[config.mk]
export PLATFORM = sky130hd
export DESIGN_NAME = fetch_stage_flat
export DESIGN_NICKNAME = d
export VERILOG_FILES = /design/src/rtl/common_pkg.sv /design/src/rtl/fetch_stage_if.sv /design/src/rtl/fetch_fifo.sv /design/src/rtl/fetch_fifo_chk.sv /design/src/rtl/fetch_stage.sv /design/src/flat_wrapper.sv
export SDC_FILE = /design/constraint.sdc
export NUM_CORES = 1
export LEC_CHECK = 0
export CAP_MARGIN = 20
export CORE_MARGIN = 2
export CORE_UTILIZATION = 50
export CTS_BUF_LIST = sky130_fd_sc_hd__clkbuf_4 sky130_fd_sc_hd__clkbuf_8
export CTS_CLUSTER_SIZE = 10
export DETAILED_ROUTE_END_ITERATION = 8
export PLACE_DENSITY = 0.79
export SYNTH_ARGS = -nofsm -noshare
export SYNTH_HDL_FRONTEND = slang
export SYNTH_SLANG_ARGS = --single-unit
[constraint.sdc]
create_clock -name clk -period 11.54 [get_ports clk]
set_clock_uncertainty 0.2 [all_clocks]
set_input_delay 1.731 -clock clk [delete_from_list [all_inputs] [get_ports clk]]
set_output_delay 1.731 -clock clk [all_outputs]
set_load 0.05 [all_outputs]
[src/rtl/common_pkg.sv]
// -----------------------------------------------------------------------------
// common_pkg
// Shared types for the Quinta front end.
//   instruction_t : one 32-bit instruction word
//   NOP_INSTR     : canonical no-op (addi x0, x0, 0)
//   fetch_entry_t : prefetch buffer entry, instruction word tagged with its PC
// -----------------------------------------------------------------------------
package common_pkg;

  typedef logic [31:0] instruction_t;

  localparam instruction_t NOP_INSTR = 32'h0000_0013;

  typedef struct packed {
    logic [31:0]  pc;
    instruction_t instr;
  } fetch_entry_t;

endpackage

[src/rtl/fetch_stage_if.sv]
// -----------------------------------------------------------------------------
// fetch_stage_if
// Instruction-memory request/response bundle.
//   imem_req_valid/ready/addr : word fetch request handshake
//   imem_rsp_valid/data       : in-order response words, no back-pressure
// Modports: master = fetch stage, slave = instruction memory.
// -----------------------------------------------------------------------------
interface fetch_stage_if;
  import common_pkg::*;

  logic         imem_req_valid;
  logic         imem_req_ready;
  logic [31:0]  imem_req_addr;
  logic         imem_rsp_valid;
  instruction_t imem_rsp_data;

  modport master (
    output imem_req_valid, imem_req_addr,
    input  imem_req_ready, imem_rsp_valid, imem_rsp_data
  );

  modport slave (
    input  imem_req_valid, imem_req_addr,
    output imem_req_ready, imem_rsp_valid, imem_rsp_data
  );

endinterface

[src/rtl/fetch_fifo.sv]
// -----------------------------------------------------------------------------
// fetch_fifo
// Synchronous prefetch FIFO of fetch_entry_t.
//   clk, rst   : clock, asynchronous active-high reset
//   push/data  : write an entry (caller guarantees not full)
//   pop/head   : head entry is valid while !empty; pop advances it
//   clear      : empties the FIFO, dominates push/pop
//   count/full/empty : occupancy status
// DEPTH must be a power of two so the pointers wrap naturally.
// -----------------------------------------------------------------------------
module fetch_fifo
  import common_pkg::*;
#(
  parameter int DEPTH = 2
) (
  input  logic                     clk,
  input  logic                     rst,
  input  logic                     push,
  input  fetch_entry_t             push_data,
  input  logic                     pop,
  input  logic                     clear,
  output fetch_entry_t             head,
  output logic [$clog2(DEPTH):0]   count,
  output logic                     full,
  output logic                     empty
);

  localparam int AW = $clog2(DEPTH);

  fetch_entry_t mem_q [DEPTH];
  fetch_entry_t mem_d [DEPTH];
  logic [AW-1:0] wr_q, wr_d;
  logic [AW-1:0] rd_q, rd_d;
  logic [AW:0]   cnt_q, cnt_d;

  // Next-state for storage, pointers and occupancy.
  always_comb begin
    mem_d = mem_q;
    wr_d  = wr_q;
    rd_d  = rd_q;
    cnt_d = cnt_q;
    if (clear) begin
      wr_d  = '0;
      rd_d  = '0;
      cnt_d = '0;
    end else begin
      if (push) begin
        mem_d[wr_q] = push_data;
        wr_d        = wr_q + AW'(1);
      end else begin
        wr_d = wr_q;
      end
      if (pop) begin
        rd_d = rd_q + AW'(1);
      end else begin
        rd_d = rd_q;
      end
      cnt_d = cnt_q + (AW+1)'(push) - (AW+1)'(pop);
    end
  end

  // FIFO state registers.
  always_ff @(posedge clk or posedge rst) begin
    if (rst) begin
      for (int i = 0; i < DEPTH; i++) begin
        mem_q[i] <= '0;
      end
      wr_q  <= '0;
      rd_q  <= '0;
      cnt_q <= '0;
    end else begin
      mem_q <= mem_d;
      wr_q  <= wr_d;
      rd_q  <= rd_d;
      cnt_q <= cnt_d;
    end
  end

  assign head  = mem_q[rd_q];
  assign count = cnt_q;
  assign full  = (cnt_q == (AW+1)'(DEPTH));
  assign empty = (cnt_q == '0);

endmodule

[src/rtl/fetch_fifo_chk.sv]
// -----------------------------------------------------------------------------
// fetch_fifo_chk
// Property checker for the prefetch FIFO.
//   clk, rst : clock and reset of the checked FIFO
//   push     : FIFO write strobe
//   full     : FIFO full flag
// -----------------------------------------------------------------------------
module fetch_fifo_chk (
  input logic clk,
  input logic rst,
  input logic push,
  input logic full
);

  // The fetch credit scheme must never let a response land in a full buffer.
  a_no_overflow: assert property (@(posedge clk) disable iff (rst) !(push && full));

endmodule

[src/rtl/fetch_stage.sv]
// -----------------------------------------------------------------------------
// fetch_stage
// Quinta instruction fetch: PC generation, imem requests, prefetch buffering
// and the IF/ID pipeline register.
//   clk, rst          : clock, asynchronous active-high reset
//   imem              : instruction memory request/response (master side)
//   stall             : hold IF/ID
//   redirect_valid/pc : take a new PC, low two bits ignored
//   if_id_*           : IF/ID register contents for decode
// A request is only issued when a buffer slot is guaranteed for its response
// (outstanding + buffered < FIFO_DEPTH), so the memory needs no back-pressure.
// -----------------------------------------------------------------------------
module fetch_stage
  import common_pkg::*;
#(
  parameter logic [31:0] RESET_PC   = 32'h0000_0000,
  parameter int          FIFO_DEPTH = 2
) (
  input  logic                 clk,
  input  logic                 rst,
  fetch_stage_if.master        imem,
  input  logic                 stall,
  input  logic                 redirect_valid,
  input  logic [31:0]          redirect_pc,
  output logic                 if_id_valid,
  output instruction_t         if_id_instruction,
  output logic [31:0]          if_id_pc,
  output logic [31:0]          if_id_pc_plus4
);

  localparam int              CW     = $clog2(FIFO_DEPTH) + 1;
  localparam logic [CW:0]     CREDIT = (CW+1)'(FIFO_DEPTH);

  logic [31:0]  fetch_pc_q, fetch_pc_d;
  logic [31:0]  rsp_pc_q, rsp_pc_d;
  logic [CW-1:0] outstanding_q, outstanding_d;
  logic [CW-1:0] drop_q, drop_d;
  logic         valid_q, valid_d;
  instruction_t instr_q, instr_d;
  logic [31:0]  pc_q, pc_d;
  logic [31:0]  pc4_q, pc4_d;

  logic         req_valid, accept, rsp, discard, push, pop;
  logic [31:0]  target;
  fetch_entry_t push_entry, head;
  logic [CW-1:0] fifo_count;
  logic         fifo_full, fifo_empty;

  // Handshake decode and fetch/response bookkeeping.
  always_comb begin
    target    = redirect_pc & 32'hFFFF_FFFC;
    req_valid = !rst && !redirect_valid &&
                (({1'b0, outstanding_q} + {1'b0, fifo_count}) < CREDIT);
    accept    = req_valid && imem.imem_req_ready;
    rsp       = imem.imem_rsp_valid;
    discard   = rsp && (drop_q != '0);
    // A response arriving in the redirect cycle is stale by definition.
    push      = rsp && !discard && !redirect_valid;
    pop       = !redirect_valid && !stall && !fifo_empty;
    push_entry = '{pc: rsp_pc_q, instr: imem.imem_rsp_data};

    outstanding_d = outstanding_q + CW'(accept) - CW'(rsp);

    if (redirect_valid) begin
      fetch_pc_d = target;
      rsp_pc_d   = target;
      // Everything still in flight belongs to the old path.
      drop_d     = outstanding_q - CW'(rsp);
    end else begin
      fetch_pc_d = accept ? (fetch_pc_q + 32'd4) : fetch_pc_q;
      rsp_pc_d   = push ? (rsp_pc_q + 32'd4) : rsp_pc_q;
      drop_d     = drop_q - CW'(discard);
    end
  end

  // IF/ID register next state: redirect flushes, stall holds.
  always_comb begin
    valid_d = valid_q;
    instr_d = instr_q;
    pc_d    = pc_q;
    pc4_d   = pc4_q;
    if (redirect_valid) begin
      valid_d = 1'b0;
    end else if (!stall) begin
      if (!fifo_empty) begin
        valid_d = 1'b1;
        instr_d = head.instr;
        pc_d    = head.pc;
        pc4_d   = head.pc + 32'd4;
      end else begin
        valid_d = 1'b0;
      end
    end else begin
      valid_d = valid_q;
    end
  end

  // Fetch-stage state registers.
  always_ff @(posedge clk or posedge rst) begin
    if (rst) begin
      fetch_pc_q    <= RESET_PC;
      rsp_pc_q      <= RESET_PC;
      outstanding_q <= '0;
      drop_q        <= '0;
      valid_q       <= 1'b0;
      instr_q       <= '0;
      pc_q          <= 32'h0000_0000;
      pc4_q         <= 32'h0000_0000;
    end else begin
      fetch_pc_q    <= fetch_pc_d;
      rsp_pc_q      <= rsp_pc_d;
      outstanding_q <= outstanding_d;
      drop_q        <= drop_d;
      valid_q       <= valid_d;
      instr_q       <= instr_d;
      pc_q          <= pc_d;
      pc4_q         <= pc4_d;
    end
  end

  fetch_fifo #(.DEPTH(FIFO_DEPTH)) u_fifo (
    .clk       (clk),
    .rst       (rst),
    .push      (push),
    .push_data (push_entry),
    .pop       (pop),
    .clear     (redirect_valid),
    .head      (head),
    .count     (fifo_count),
    .full      (fifo_full),
    .empty     (fifo_empty)
  );

  fetch_fifo_chk u_fifo_chk (
    .clk  (clk),
    .rst  (rst),
    .push (push),
    .full (fifo_full)
  );

  assign imem.imem_req_valid = req_valid;
  assign imem.imem_req_addr  = fetch_pc_q;
  assign if_id_valid         = valid_q;
  assign if_id_instruction   = instr_q;
  assign if_id_pc            = pc_q;
  assign if_id_pc_plus4      = pc4_q;

endmodule

[src/flat_wrapper.sv]
// flat-port wrapper written by rule: the top's interface ports become plain ports
module fetch_stage_flat import common_pkg::*;
#(
  parameter logic [31:0] RESET_PC   = 32'h0000_0000,
  parameter int          FIFO_DEPTH = 2
)
  (clk, rst, stall, redirect_valid, redirect_pc, if_id_valid, if_id_instruction, if_id_pc, if_id_pc_plus4, imem_imem_req_valid, imem_imem_req_addr, imem_imem_req_ready, imem_imem_rsp_valid, imem_imem_rsp_data);
  fetch_stage_if imem_i ();
  input  logic clk;
  input  logic rst;
  input  logic stall;
  input  logic redirect_valid;
  input  logic [31:0] redirect_pc;
  output logic if_id_valid;
  output instruction_t if_id_instruction;
  output logic [31:0] if_id_pc;
  output logic [31:0] if_id_pc_plus4;
  output wire logic [$bits(imem_i.imem_req_valid)-1:0] imem_imem_req_valid;
  output wire logic [$bits(imem_i.imem_req_addr)-1:0] imem_imem_req_addr;
  input wire logic [$bits(imem_i.imem_req_ready)-1:0] imem_imem_req_ready;
  input wire logic [$bits(imem_i.imem_rsp_valid)-1:0] imem_imem_rsp_valid;
  input wire logic [$bits(imem_i.imem_rsp_data)-1:0] imem_imem_rsp_data;
  assign imem_imem_req_valid = imem_i.imem_req_valid;
  assign imem_imem_req_addr = imem_i.imem_req_addr;
  assign imem_i.imem_req_ready = imem_imem_req_ready;
  assign imem_i.imem_rsp_valid = imem_imem_rsp_valid;
  assign imem_i.imem_rsp_data = imem_imem_rsp_data;
  fetch_stage #(.RESET_PC(RESET_PC), .FIFO_DEPTH(FIFO_DEPTH)) u_core (.clk(clk), .rst(rst), .imem(imem_i), .stall(stall), .redirect_valid(redirect_valid), .redirect_pc(redirect_pc), .if_id_valid(if_id_valid), .if_id_instruction(if_id_instruction), .if_id_pc(if_id_pc), .if_id_pc_plus4(if_id_pc_plus4));
endmodule
==> results of run 1 <==
[cells by family (layout without fill, tap and decap cells)]
| kind of cell | count (synthesis) | in the layout | synth area share, % |
|---|---|---|---|
| buf+inv | 83 | 291 | 2.82 |
| other cells | 1 | 8 | 0.0284 |
| fa+ha+maj | 9 | 9 | 0.911 |
| compound gates | 172 | 172 | 7.92 |
| simple gates | 322 | 322 | 12.2 |
| flops | 285 | 285 | 54.1 |
| mux | 212 | 212 | 17.5 |
| xor+xnor | 67 | 67 | 4.45 |
[through the flow]
stage | power (W) | cells | util [%]
2_1_floorplan | 0.00260 | 1156 | -
3_3_place_gp | 0.00306 | 1624 | 59.0
3_5_place_dp | 0.00312 | 1624 | 59.0
4_1_cts | 0.00401 | 1698 | 62.6
5_1_grt | 0.00420 | 1701 | 62.7
6_report | 0.00398 | 1701 | 62.7
[final cells by class]
| class | count | area, um^2 |
|---|---|---|
| diodes | 2 | 5.00 |
| clock buffers | 72 | 928 |
| clock inverters | 2 | 12.5 |
| fillers | 2048 | 9680 |
| inverters | 17 | 71.3 |
| multi-input cells | 788 | 5730 |
| flip-flops and latches | 285 | 7140 |
| well taps | 335 | 419 |
| repair buffers | 200 | 1990 |
[layer usage]
metal / up-vias / share of wire (%)
met5: - / 0
met4: 0 / 2.5
met3: 59 / 5.6
met2: 314 / 46
met1: 4745 / 46
li1: 4466 / -
[Yosys cell counts (all sizes together) (4+ instances only)]
| library cell | instances | area [um^2] |
|---|---|---|
| dfrtp | 285 | 7130 |
| o311ai | 8 | 70.1 |
| nand3b | 12 | 103 |
| o31ai | 8 | 65.1 |
| nor4 | 4 | 40.0 |
| nor3 | 13 | 65.1 |
| nand4b | 7 | 61.3 |
| mux2 | 153 | 1720 |
| o211ai | 6 | 45.0 |
| o21ai | 104 | 520 |
| a21o | 4 | 30.0 |
| ha | 8 | 100 |
| xor2 | 31 | 272 |
| nand4 | 26 | 175 |
| xnor2 | 36 | 315 |
| or3 | 6 | 37.5 |
| nand2 | 142 | 533 |
| and4 | 10 | 87.6 |
| mux2i | 59 | 591 |
| and2 | 5 | 31.3 |
| a31oi | 4 | 25.0 |
| buf | 27 | 161 |
| and3 | 12 | 75.1 |
| a21oi | 10 | 50.1 |
| nor2 | 34 | 128 |
| inv | 14 | 52.6 |
| o21a | 5 | 37.5 |
| nand3 | 38 | 190 |
| clkbuf | 39 | 146 |
| a22oi | 5 | 37.5 |
| nor2b | 5 | 31.3 |
[path summary, 6_finish.rpt]
path / startpoint / endpoint / slack [ps] / cells after the start
min reg2reg: u_core.if_id_instruction[27]$_DFFE_PP0P_ / u_core.if_id_instruction[27]$_DFFE_PP0P_ / 280 / 2
max reg2reg: u_core.u_fifo.rd_q$_DFFE_PP0P_ / u_core.if_id_pc_plus4[28]$_DFFE_PP0P_ / 7680 / 6
min: u_core.if_id_instruction[27]$_DFFE_PP0P_ / u_core.if_id_instruction[27]$_DFFE_PP0P_ / 280 / 2
min in group asynchronous: rst / u_core.outstanding_q[0]$_DFF_PP0_ / 1680 / 2
max: rst / imem_imem_req_valid / 5970 / 3
max in group asynchronous: rst / u_core.if_id_pc[5]$_DFFE_PP0P_ / 8080 / 3
[power groups by stage]
stage | combinational (W) | clock (W) | sequential [W]
finish | 0.00152 | 0.000882 | 0.00158
global route | 0.00162 | 0.000948 | 0.00163
CTS | 0.00153 | 0.000902 | 0.00158
detailed placement | 0.00152 | 0 | 0.00160
global placement | 0.00149 | 0 | 0.00158
floorplan | 0.000585 | 0 | 0.00201
[flip-flops by register name, summed over array words and instances, names as in the netlist]
signal and count:
u_core.if_id_valid 1, u_core.u_fifo.mem_q 124, u_core.drop_q 2, u_core.u_fifo.wr_q 1
u_core.if_id_pc_plus4 30, u_core.if_id_instruction 32, u_core.outstanding_q 2, u_core.u_fifo.rd_q 1
u_core.rsp_pc_q 30, u_core.u_fifo.count 2, u_core.if_id_pc 30, u_core.imem.imem_req_addr 30
[worst min-delay path: stages, from the launching register on]
cell	delay [ps]
dfrtp_1	340
nand2_1	50
o21ai_0	60
[cells in the final DEF, fill, tap and decap left out, types with 10 or more instances in the layout]
cell,count
clkbuf_8,62
nor3_1,13
nand4_1,24
and3_1,12
clkbuf_4,10
xnor2_1,36
inv_1,13
dfrtp_1,284
o21ai_0,103
nand2_1,142
mux2_2,153
nand3b_1,11
nor2_1,33
xor2_1,31
clkdlybuf4s50_1,190
mux2i_1,59
a21oi_1,10
and4_1,10
nand3_1,37
==> flow_summary.yaml, run 1 <==
pwr:
  clkPwrFrac_pct: 22.1
  p_comb_share_pct: 38.1
  leakage_nw: 6.93
  power_density_nw_per_um2: 244
  internal_power_w: 0.00243
  seqPwrFrac_pct: 39.8
  irDropWorstVdd_mv: 0.167
  p_sw_w: 0.00156
  p_sw_share_pct: 39.1
worst_setup_path:
  path_cells: "clkdlybuf4s50_1, nor4_4, clkdlybuf4s50_1"
  end_kind: "output pin"
  cp_num_buf_inv: 2
  path_class: "in2out"
  cpMostUsedCell: "clkdlybuf4s50_1"
  cp.required_ps: 9610
  worst_setup_path_start_kind: "input pin"
  slowest_stage: "clkdlybuf4s50_1"
  crit_path_max_fanout: 5
  max_stage_delay_ps: 890
  cp.arrival_ps: 3640
  crit_family: "buffers and inverters"
min_path:
  min_path_type: "reg2reg"
timing:
  max_freq_mhz: 180
  grt_setup_unrepaired: "false"
  slew_headroom_pct: 19.2
  final.min_clock_period_ps: 5570
  hold_viol: 0
  setup_tns_ps: 0
  whs_ps: 276
  fin_crit_sh_pct: 48.3
  final_max_slew_viol_count: 0
  layout_setup_ws_ps: 5970
  worst_pin_slew_ps: 1210
  setup_viol: 0
floorplanning:
  core_area_um2: 26000
  die_w_um: 166
  dieHeight_um: 166
  die_area_um2: 27700
  pin_count: 200
  rows: 59
  start_util_pct: 50.8
global_route:
  grt_max_degree: 139
  antenna_found_initial: 2
  grt_util_met2_pct: 33.5
  grt_pass1_wl_mm: 49.9
  overflow: 0
  use_met1_pct: 32.4
  grt_pass1_vias: 9501
  met3_usage_pct: 3.81
  track_usage_pct: 22.0
  grt_busiest_layer: "met2"
synth:
  yosys_register_bits: 285
  synthFlopType: "dfrtp_1"
  ys_seq_area_share_pct: 54.1
  synthCells: 1151
  synth_edf_count: 0
  synth.avg_cell_area_um2: 11.5
  netlist_area_um2: 13200
  synth.distinct_cells: 62
  async_flop_share_pct: 100
  yosys_warnings: 0
finish:
  area_growth_pct: 23.6
  design_area_um2: 16300
  fin_nets: 1417
  drive_above_1_share_pct: 18.3
clocking:
  hold_buffers: 0
  postCtsSetupRepairBufs: 0
  root_buffer: "clkbuf_8"
  clkSinkCount: 285
  clockBufferDepth: 3
  clk_latency_ps: 550
  clk_pin_slew_worst_paths_ps: 60
  cts-resized-gates: 0
  htreeDepth: 2
  tritoncts: "yes"
  numCtsBuffers: 46
placement:
  postPlaceCellArea_um2: 15300
  hpwl_mm: 20.9
  dpl_worst_slack_ps: 5990
  port_buffers: 191
  gp_congestion: 0.865
detailed_routing:
  wl_per_cell_um: 18.0
  drt-total-wl_mm: 30.6
  drc: 0
  first_iter_violations: 630
  first_pass_iters: 6
  vias: 9584
  avgViaCountPerCell: 5.63
  ant_nets: 0
status:
  status: "complete, no violations"
job:
  max_cap_violations: 0
Power figures use the tool's default switching activity.
==> run 2: changes to the inputs <==
==> constraint.sdc (replaced) <==
create_clock -name clk -period 5.55 [get_ports clk]
set_clock_uncertainty 0.2 [all_clocks]
set_input_delay 0.8325 -clock clk [delete_from_list [all_inputs] [get_ports clk]]
set_output_delay 0.8325 -clock clk [all_outputs]
set_load 0.05 [all_outputs]
==> run 2 against run 1 <==
Compared with the run above:
- setup slack worse by 4400 ps
- critical path depth up 1
- total power is 110% higher
- largest cell class unchanged
- sequential share of layout area down 0.44 points
==> flow_summary.yaml, run 2 (synthesis results as in run 1) <==
status:
  status: "complete, no violations"
clocking:
  tritoncts: "yes"
  htreeDepth: 2
  numCtsBuffers: 47
  cts-resized-gates: 0
  postCtsSetupRepairBufs: 0
  clk_pin_slew_worst_paths_ps: 60
  root_buffer: "clkbuf_8"
  clkSinkCount: 285
  clockBufferDepth: 3
  hold_buffers: 0
  clk_latency_ps: 560
detailed_routing:
  avgViaCountPerCell: 5.64
  first_pass_iters: 5
  vias: 9658
  drc: 0
  wl_per_cell_um: 17.7
  ant_nets: 0
  drt-total-wl_mm: 30.3
  first_iter_violations: 780
worst_setup_path:
  r2r_start: "u_core.u_fifo.rd_q$_DFFE_PP0P_"
  cp.required_ps: 4520
  reg2reg_depth: 5
  path_cells: "and2_1, fa_1, nor4_4, clkdlybuf4s50_1"
  rrSetupSlack_ps: 2140
  crit_path_max_fanout: 5
  cp-startpoint: "u_core.u_fifo.count[0]$_DFF_PP0_"
  worst_setup_path_start_kind: "flop"
  slowest_stage: "clkdlybuf4s50_1"
  crit_end: "imem_imem_req_valid"
  path_class: "reg2out"
  max_stage_delay_ps: 890
  r2r_end: "u_core.if_id_pc_plus4[31]$_DFFE_PP0P_"
  cp.arrival_ps: 2910
  end_kind: "output pin"
placement:
  port_buffers: 191
  dp_cells: 1625
  hpwl_mm: 20.6
  gp_congestion: 0.858
finish:
  top_register: "u_core.u_fifo.mem_q"
  fin_nets: 1420
  largest_reg_flops: 124
  final_cell_mix: "dfrtp_1, clkdlybuf4s50_1, mux2_2"
  final_core_util_pct: 63.4
  n_antenna_cell: 0
  fin_cells: 1713
  area_growth_pct: 24.8
  final_common_cell: "dfrtp_1"
  drive_above_1_share_pct: 19.2
timing:
  grt_setup_unrepaired: "false"
  final.min_clock_period_ps: 3950
  fin_crit_sh_pct: 71.1
  setup_viol: 0
  worst_pin_slew_ps: 1170
  max_freq_mhz: 253
  slew_headroom_pct: 22.3
  hold_viol: 0
  setup_tns_ps: 0
  final_max_slew_viol_count: 0
floorplanning:
  dieHeight_um: 166
  core_area_um2: 26000
  rows: 59
  die_area_um2: 27700
  start_util_pct: 50.8
  pin_count: 200
  die_w_um: 166
pwr:
  irDropWorstVdd_mv: 0.387
  power_density_nw_per_um2: 511
  leakage_nw: 7.02
global_route:
  overflow: 0
  grt_pass1_vias: 9606
  track_usage_pct: 22.2
  grt_pass1_wl_mm: 50.4
  grt_max_degree: 189
  antenna_found_initial: 0
min_path:
  min_path_type: "reg2reg"
job:
  max_cap_violations: 0
-- run 2: cell count changes in the layout (fill, tap and decap cells not counted), moves of 2 or more --
| cell | before | now |
|---|---|---|
| clkbuf_4 | 10 | 16 |
| buf_12 | 0 | 4 |
| clkbuf_8 | 62 | 66 |
| clkinv_2 | 1 | 4 |
| buf_4 | 8 | 6 |
| diode_2 | 2 | 0 |
-- run 2: metal layers --
metal	GRT usage [%]	up-vias	routed length, um
met5	0	-	0
met3	4.31	45	1820
met2	33.7	310	13700
li1	-	4488	-
met1	32.7	4815	14200
met4	6.15	0	580
-- run 2: cell type report --
type | count | area [um^2]
Tap cell | 335 | 419
Clock inverter | 4 | 20.0
Fill cell | 2080 | 9520
Clock buffer | 82 | 1030
Sequential cell | 285 | 7140
Inverter | 17 | 67.6
Timing Repair Buffer | 202 | 2060
Multi-Input combinational cell | 788 | 5730
-- run 2: power by group --
part           switching, W  total, W  internal (W)  leakage [nW]
Combinational       0.00191   0.00315       0.00124          2.83
Clock              0.000807   0.00196       0.00116         0.564
Sequential         0.000529   0.00329       0.00276          3.62
Total               0.00325   0.00841       0.00516          7.02
-- run 2: worst min path at each step --
stage	startpoint	endpoint	slack (ps)	cells past startpoint
6_report	u_core.if_id_instruction[3]$_DFFE_PP0P_	u_core.if_id_instruction[3]$_DFFE_PP0P_	270	2
5_1_grt	u_core.if_id_pc_plus4[7]$_DFFE_PP0P_	u_core.if_id_pc_plus4[7]$_DFFE_PP0P_	300	2
4_1_cts	u_core.if_id_pc[23]$_DFFE_PP0P_	u_core.if_id_pc[23]$_DFFE_PP0P_	280	2
3_5_place_dp	u_core.if_id_pc[23]$_DFFE_PP0P_	u_core.if_id_pc[23]$_DFFE_PP0P_	270	2
3_3_place_gp	u_core.if_id_pc_plus4[18]$_DFFE_PP0P_	u_core.if_id_pc_plus4[18]$_DFFE_PP0P_	260	2
2_1_floorplan	u_core.u_fifo.mem_q[0]$_DFFE_PP0P_	u_core.u_fifo.mem_q[0]$_DFFE_PP0P_	280	1
-- run 2: stage by stage --
stage	setup WS [ps]	total power, W	area (um^2)	hold WS (ps)
after floorplan	740	0.00540	13200	279
after global placement	1390	0.00637	15400	262
after detailed placement	1390	0.00648	15400	268
after CTS	1560	0.00847	16400	282
after global routing	1480	0.00887	16500	305
final	1600	0.00841	16500	275
-- run 2: critical path, delay by kind of cell (launching register included) --
kind          cells  cell delay [ps]
buf+inv           1              890
simple gates      2              570
flops             1              430
fa+ha+maj         1              480
==> run 3: changes to the inputs <==
==> constraint.sdc (replaced) <==
create_clock -name clk -period 3.7 [get_ports clk]
set_clock_uncertainty 0.2 [all_clocks]
set_input_delay 0.555 -clock clk [delete_from_list [all_inputs] [get_ports clk]]
set_output_delay 0.555 -clock clk [all_outputs]
set_load 0.05 [all_outputs]
==> run 3 against run 2 <==
Compared with the run above:
- via count shrank 0.86%
- total power grew 52%
- register-to-register slack lost 1400 ps
- sequential power grew 50%
- non-clock buffer count grew 9
- cell count grew 0.41%
- routed wire length grew 0.69%
- clock-buffer cell count shrank 7
- critical path depth is the same
==> flow_summary.yaml, run 3 (synthesis results as in run 1) <==
status:
  status: "complete, no violations"
placement:
  gp_congestion: 0.879
  hpwl_mm: 21.2
  port_buffers: 191
  dpl_worst_slack_ps: 549
timing:
  layout_setup_ws_ps: 336
  max_freq_mhz: 297
  setup_viol: 0
  final_max_slew_viol_count: 0
  hold_viol: 0
  whs_ps: 148
  worst_pin_slew_ps: 874
  final.min_clock_period_ps: 3360
  slew_headroom_pct: 41.7
  fin_crit_sh_pct: 90.9
  grt_setup_unrepaired: "false"
finish:
  largest_reg_flops: 124
  fin_nets: 1428
  top_register: "u_core.u_fifo.mem_q"
  n_antenna_cell: 0
  area_growth_pct: 25.8
  fill_cells: 2089
  final_cell_mix: "dfrtp_1, clkdlybuf4s50_1, mux2_2"
  drive_above_1_share_pct: 19.6
  final_common_cell: "dfrtp_1"
min_path:
  min_path_type: "in2reg"
global_route:
  overflow: 0
  grt_pass1_wl_mm: 50.6
  antenna_found_initial: 0
  grt_max_degree: 122
  track_usage_pct: 22.4
  grt_pass1_vias: 9546
floorplanning:
  core_area_um2: 26000
  pin_count: 200
  die_area_um2: 27700
  die_w_um: 166
  dieHeight_um: 166
  start_util_pct: 50.8
  rows: 59
worst_setup_path:
  rrSetupSlack_ps: 720
  end_kind: "output pin"
  slowest_stage: "dlygate4sd2_1"
  path_class: "reg2out"
  cp.required_ps: 2940
  worst_setup_path_start_kind: "flop"
  path_cells: "and2_1, fa_1, nor4_4, dlygate4sd2_1"
  cp.arrival_ps: 2610
  max_stage_delay_ps: 580
  crit_path_max_fanout: 5
pwr:
  leakage_nw: 7.09
  power_density_nw_per_um2: 772
  irDropWorstVdd_mv: 0.571
detailed_routing:
  avgViaCountPerCell: 5.57
  vias: 9575
  first_pass_iters: 5
  drt-total-wl_mm: 30.5
  wl_per_cell_um: 17.8
  ant_nets: 0
  drc: 0
  first_iter_violations: 715
clocking:
  clk_latency_ps: 560
  clockBufferDepth: 3
  htreeDepth: 2
  root_buffer: "clkbuf_8"
  numCtsBuffers: 46
  clkSinkCount: 285
  hold_buffers: 0
  postCtsSetupRepairBufs: 0
  cts-resized-gates: 1
  tritoncts: "yes"
  clk_pin_slew_worst_paths_ps: 60
job:
  max_cap_violations: 0
## run 3: cell types whose count changed in the layout (fill, tap and decap cells not counted), sizes merged
cell / change
dlygate4sd2: +1
clkdlybuf4s50: -1
clkbuf: -7
clkinv: +2
buf: +9
bufinv: +3
## run 3: power by group
part           total (W)  switching (W)  internal (W)
Combinational    0.00476        0.00290       0.00186
Sequential       0.00493       0.000779       0.00415
Clock            0.00312        0.00123       0.00189
## run 3: path summary, 6_finish.rpt
kind	cells past startpoint	endpoint	from
worst max register to register	6	u_core.if_id_pc_plus4[28]$_DFFE_PP0P_	u_core.u_fifo.rd_q$_DFFE_PP0P_
worst min-delay path	2	u_core.if_id_valid$_DFFE_PP0P_	redirect_valid
min in group asynchronous	2	u_core.imem.imem_req_addr[4]$_DFFE_PP0P_	rst
worst max-delay path	4	imem_imem_req_valid	u_core.u_fifo.count[0]$_DFF_PP0_
worst min register to register	2	u_core.if_id_pc[17]$_DFFE_PP0P_	u_core.if_id_pc[17]$_DFFE_PP0P_
max in group asynchronous	3	u_core.imem.imem_req_addr[7]$_DFFE_PP0P_	rst
## run 3: cell type report
class / instances / area, um^2 / area share [%]
Clock inverter: 9 / 120 / 0.724
Clock buffer: 75 / 982 / 5.92
Sequential cell: 285 / 7140 / 43.0
Multi-Input combinational cell: 788 / 5730 / 34.6
Timing Repair Buffer: 211 / 2130 / 12.8
Tap cell: 335 / 419 / 2.53
Inverter: 17 / 67.6 / 0.407
## run 3: worst max-delay path: cells and delay by family (launching register included)
kind	cells	cell delay [ps]
buffers and inverters	1	580
AND/OR/NAND/NOR	2	570
adder cells (fa/ha/maj)	1	490
flip-flops	1	430
## run 3: layer usage
layer | global-route usage, % | vias to the layer above | routed length (um)
li1 | - | 4493 | -
met1 | 33.2 | 4725 | 14400
met2 | 34.3 | 303 | 13700
met3 | 3.69 | 54 | 1800
met4 | 6.15 | 0 | 649
met5 | 0 | - | 0
## run 3: stage by stage
stage | area, um^2 | cells | util [%] | total power, W | TNS (ps)
3_5_place_dp | 15500 | 1636 | 59.6 | 0.00974 | 0
3_3_place_gp | 15500 | 1636 | 59.6 | 0.00957 | 0
2_1_floorplan | 13200 | 1156 | - | 0.00810 | -237190
4_1_cts | 16600 | 1720 | 63.8 | 0.0129 | 0
5_1_grt | 16600 | 1720 | 63.8 | 0.0135 | 0
6_report | 16600 | 1720 | 63.8 | 0.0128 | 0
